**src/rtl/crc_frame_append.sv**
```systemverilog
// Transmit framing stage: passes payload words through, feeds them to an external
// lfsr_crc engine, then appends the engine's CRC (MS word first) and clears the engine.
module crc_frame_append #(
    parameter int BITWIDTH   = 8,
    parameter int LFSR_WIDTH = 8
) (
    input  logic                  clk,
    input  logic                  rst_n,
    input  logic [BITWIDTH-1:0]   s_data,
    input  logic                  s_valid,
    input  logic                  s_last,
    output logic                  s_ready,
    output logic [BITWIDTH-1:0]   m_data,
    output logic                  m_valid,
    output logic                  m_last,
    input  logic                  m_ready,
    output logic [BITWIDTH-1:0]   crc_data_o,
    output logic                  crc_valid_o,
    output logic                  crc_clr_n_o,
    input  logic [LFSR_WIDTH-1:0] crc_i
);

    // Both streams use valid/ready: a word moves on a cycle where valid and ready are
    // both high at the rising edge; a producer holding valid keeps its data stable.

    localparam int CRC_WORDS = LFSR_WIDTH / BITWIDTH;
    localparam int CW        = (CRC_WORDS > 1) ? $clog2(CRC_WORDS) : 1;

    typedef enum logic [1:0] {
        CLEAR  = 2'd0,
        PASS   = 2'd1,
        WAIT   = 2'd2,
        APPEND = 2'd3
    } state_t;

    state_t                state;
    state_t                state_nxt;
    logic [CW-1:0]         cnt;
    logic [LFSR_WIDTH-1:0] shreg;

    always_ff @(posedge clk) begin
        if (!rst_n) begin
            state <= CLEAR;
            cnt   <= '0;
            shreg <= '0;
        end else begin
            state <= state_nxt;
            if (state == WAIT) begin
                shreg <= crc_i;
                cnt   <= CW'(CRC_WORDS - 1);
            end else if (state == APPEND && m_ready) begin
                shreg <= shreg << BITWIDTH;
                cnt   <= cnt - 1'b1;
            end
        end
    end

    // Outputs are forced to the CLEAR values while rst_n is low, even before the edge.
    always_comb begin
        state_nxt   = state;
        s_ready     = 1'b0;
        m_valid     = 1'b0;
        m_last      = 1'b0;
        m_data      = shreg[LFSR_WIDTH-1 -: BITWIDTH];
        crc_data_o  = s_data;
        crc_valid_o = 1'b0;
        crc_clr_n_o = 1'b1;
        if (!rst_n) begin
            crc_clr_n_o = 1'b0;
        end else begin
            case (state)
                CLEAR: begin
                    crc_clr_n_o = 1'b0;
                    state_nxt   = PASS;
                end
                PASS: begin
                    m_data      = s_data;
                    m_valid     = s_valid;
                    s_ready     = m_ready;
                    crc_valid_o = s_valid & m_ready;
                    if (s_valid && m_ready && s_last) state_nxt = WAIT;
                end
                WAIT: begin
                    state_nxt = APPEND;
                end
                APPEND: begin
                    m_valid = 1'b1;
                    m_last  = (cnt == '0);
                    if (m_ready && cnt == '0) state_nxt = CLEAR;
                end
                default: state_nxt = CLEAR;
            endcase
        end
    end

endmodule

```
**config.mk**
```make
export PLATFORM = sky130hd
export DESIGN_NAME = crc_frame_append
export DESIGN_NICKNAME = d
export VERILOG_FILES = /design/src/rtl/crc_frame_append.sv
export SDC_FILE = /design/constraint.sdc
export NUM_CORES = 1
export LEC_CHECK = 0
export ABC_AREA = 0
export ABC_CLOCK_PERIOD_IN_PS = 3200
export BUFFER_PORTS_ARGS = -buffer_cell sky130_fd_sc_hd__buf_2
export CAP_MARGIN = 10
export CORE_MARGIN = 4
export CORE_UTILIZATION = 46
export CTS_CLUSTER_DIAMETER = 100
export DETAILED_ROUTE_END_ITERATION = 8
export MAX_ROUTING_LAYER = met4
export PLACE_DENSITY = 0.8
export SETUP_SLACK_MARGIN = 0.1
export SLEW_MARGIN = 20
export SYNTH_ARGS = -nofsm -noshare
export SYNTH_HDL_FRONTEND = slang
export SYNTH_SLANG_ARGS = --single-unit
```
**constraint.sdc**
```tcl
create_clock -name clk -period 3.2 [get_ports clk]
set_input_delay 0.48 -clock clk [delete_from_list [all_inputs] [get_ports clk]]
set_output_delay 0.48 -clock clk [all_outputs]
set_load 0.02 [all_outputs]
```
==> insert_results.sql <==
INSERT INTO impl_metrics (metric_group, metric, value, unit) VALUES
('cells_and_area', 'syn2layout_area_growth', '22.9', '%'),
('detailed_routing', 'wl', '1580', 'um'),
('clock_tree', 'cts_repair_resize_count', '0', ''),
('floorplanning', 'design.core.area', '1520', 'um2'),
('setup_path', 'crit_type', 'reg2out', ''),
('clock_tree', 'clkSlewWorstSetupHoldPaths', '0.08', 'ns'),
('detailed_routing', 'drt_first_pass_iters', '4', ''),
('clock_tree', 'cts_post_setup_buffers_inserted', '0', ''),
('run', 'max_capacitance_violation_count', '0', ''),
('setup_path', 'cell_by_cell_listing_of_the_critical_path', 'inv_1, ha_1, nand2_4, mux2_2, buf_2', ''),
('synthesis', 'synth_area_per_cell', '9.12', 'um2'),
('grt', 'grt_first_pass_wirelength', '2750', 'um'),
('pwr', 'clock_power_share', '16.3', '%'),
('cells_and_area', 'layout.area.seq', '220', 'um2'),
('sta', 'worst_slack', '1.04', 'ns'),
('floorplanning', 'die_width', '48.3', 'um'),
('pwr', 'switching_power_total', '0.242', 'mW'),
('grt', 'global_route.usage.total', '14.9', '%'),
('sta', 'clk_skew', '0.00420', 'ns'),
('detailed_routing', 'post_drt_via_cell_ratio', '5.09', ''),
('detailed_routing', 'antenna_left', '0', ''),
('cells_and_area', 'multi_input_area', '440', 'um2'),
('sta', 'rsz0062_at_grt', 'no', ''),
('setup_path', 'timing.critical_path.slowest_cell_delay', '0.40', 'ns'),
('pwr', 'comb_power_share', '51.8', '%'),
('sta', 'slew_headroom', '66.7', '%'),
('cells_and_area', 'share_of_final_layout_standard_cells_stronger_than_drive_strength_1', '48.3', '%'),
('setup_path', 'required', '2.72', 'ns'),
('grt', 'first_global_vias', '661', ''),
('sta', 'drv_slew', '0', ''),
('pwr', 'internal-power', '0.348', 'mW'),
('grt', 'grt_max_degree', '19', ''),
('setup_path', 'timing.critical_path.buf_inv', '2', ''),
('floorplanning', 'chipHeight', '48.3', 'um'),
('placed_design', 'dp_cells', '128', ''),
('setup_path', 'worst_setup_path_end_kind', 'primary output', ''),
('placed_design', 'dp_hpwl', '1190', 'um'),
('sta', 'min_period', '2.16', 'ns'),
('synthesis', 'yosysWarnings', '0', ''),
('synthesis', 'synth.yosys.seq_area_share', '29.4', '%'),
('pwr', 'power', '0.590', 'mW'),
('synthesis', 'mappedNetlistNets', '108', ''),
('clock_tree', 'htreeDepth', '1', ''),
('synthesis', 'synth_xor_xnor_area_share', '1.17', '%'),
('synthesis', 'synthSimpleGateAreaFrac', '22.6', '%'),
('synthesis', 'synth.mux.area_fraction', '14.7', '%'),
('clock_tree', 'clockBufferDepth', '2', ''),
('cells_and_area', 'inserted_diodes', '0', ''),
('clock_tree', 'ctsHoldBuffers', '0', ''),
('setup_path', 'cp.arrival', '1.68', 'ns'),
('clock_tree', 'clock_insertion_delay_worst_skew', '0.27', 'ns'),
('status', 'outcome', 'finished, final reports clean', ''),
('sta', 'setup_viol', '0', ''),
('pwr', 'total_leakage_power', '0.465', 'nW'),
('cells_and_area', 'fillCellCount', '136', ''),
('sta', 'maximum_clock_rate', '464', 'MHz'),
('sta', 'tightest_slew', '0.499', 'ns'),
('grt', 'initial_antenna_violation_count', '0', ''),
('detailed_routing', 'detail_route.drc_violations', '0', ''),
('grt', 'gr_overflow_total', '0', ''),
('worst_hold_path', 'min-delay-path-class', 'in2reg', ''),
('setup_path', 'cpMaxStageDelayCell', 'sky130_fd_sc_hd__dfxtp_1', ''),
('sta', 'setup-tns-final', '0', 'ns'),
('setup_path', 'startpoint_type', 'register', ''),
('clock_tree', 'cts.root.buffer_cell', 'sky130_fd_sc_hd__clkbuf_4', ''),
('cells_and_area', 'post-route-util', '60.3', '%'),
('clock_tree', 'tritoncts_clock_tree', 'yes', ''),
('placed_design', 'place.port_buffers', '41', ''),
('cells_and_area', 'fin_cells', '132', ''),
('pwr', 'switching_share', '41.0', '%'),
('synthesis', 'post_synth_fa_ha_maj_area_fraction', '8.36', '%');
worst paths after layout:
kind	slack [ns]	start	endpoint	cells past startpoint
max	1.04	state[1]	m_data[6]	5
max reg2reg	1.82	state[0]	shreg[5]	4
min reg2reg	0.49	shreg[1]	shreg[1]	2
min	0.46	crc_i[1]	shreg[1]	3
layer usage:
layer	up-vias	share of wire [%]	GRT usage (%)
met5	-	0	-
met3	4	8.2	4.91
li1	340	-	-
met4	0	2.2	8.76
met2	24	51	24.8
met1	304	39	14.9
through the flow:
| stage | hold WS (ns) | cell area [um2] |
|---|---|---|
| 6_report | 0.461 | 920 |
| 5_1_grt | 0.480 | 920 |
| 4_1_cts | 0.457 | 920 |
| 3_5_place_dp | 0.485 | 893 |
| 3_3_place_gp | 0.478 | 893 |
| 2_1_floorplan | 0.466 | 748 |
final cells by class:
cell class | count | share of cell area, %
sequential | 11 | 23.9
inverter | 2 | 0.816
timing repair buffer | 41 | 22.3
clock buffer | 4 | 2.86
multi-input combinational | 58 | 47.9
tap | 16 | 2.18
power groups by stage:
stage	Sequential (mW)	Clock (mW)	Combinational, mW
floorplan	0.186	0	0.242
detailed placement	0.192	0	0.308
finish	0.188	0.0963	0.306
global route	0.193	0.106	0.338
CTS	0.189	0.100	0.309
global placement	0.189	0	0.303
cell usage after synthesis (all sizes together):
master | number | area share, %
mux2 | 8 | 12
nand3b | 8 | 8.0
nor2b | 1 | 0.84
nand2b | 1 | 0.84
nand3 | 1 | 0.67
inv | 2 | 1.0
nor2 | 1 | 0.50
buf | 11 | 11
and3 | 1 | 1.0
o21ai | 2 | 1.3
ha | 5 | 8.4
nand2 | 15 | 8.9
a21boi | 9 | 9.0
a22oi | 1 | 1.7
xor2 | 1 | 1.2
dfxtp | 11 | 29
mux2i | 2 | 2.7
and2 | 1 | 0.84
nor3b | 1 | 1.0
tightest hold or removal path, stage by stage:
cell and delay [ns]:
sky130_fd_sc_hd__buf_2 0.10, sky130_fd_sc_hd__nand2_1 0.05, sky130_fd_sc_hd__a21boi_0 0.06
layout by cell type, fill, tap and decap left out:
master	n
sky130_fd_sc_hd__clkbuf_4	3
sky130_fd_sc_hd__dfxtp_1	11
sky130_fd_sc_hd__buf_2	41
sky130_fd_sc_hd__nor2b_1	1
sky130_fd_sc_hd__nand2b_1	1
sky130_fd_sc_hd__nand2_4	1
sky130_fd_sc_hd__a22oi_2	1
sky130_fd_sc_hd__a21boi_0	9
sky130_fd_sc_hd__xor2_1	1
sky130_fd_sc_hd__nor3b_1	1
sky130_fd_sc_hd__ha_1	5
sky130_fd_sc_hd__and2_1	1
sky130_fd_sc_hd__and3_2	1
sky130_fd_sc_hd__nor2_1	1
sky130_fd_sc_hd__nand3_1	1
sky130_fd_sc_hd__mux2_2	8
sky130_fd_sc_hd__inv_1	2
sky130_fd_sc_hd__nand3b_1	8
sky130_fd_sc_hd__nand2_1	13
sky130_fd_sc_hd__mux2i_1	2
sky130_fd_sc_hd__o21ai_0	2
sky130_fd_sc_hd__nand2_2	1
sky130_fd_sc_hd__clkbuf_1	1
registers in the layout (all words and copies together), names as in the netlist:
register / flops
cnt: 1
shreg: 8
state: 2
kinds of logic (layout without fill, tap and decap cells):
| family | Yosys count | after routing |
|---|---|---|
| adders and majority gates | 5 | 5 |
| buffers and inverters | 13 | 47 |
| muxes | 10 | 10 |
| and+or+nand+nor | 30 | 30 |
| DFF | 11 | 11 |
| xor gates and xnor gates | 1 | 1 |
| AOI/OAI and AO/OA | 12 | 12 |
Note: power is estimated with default switching activity, not from simulation.
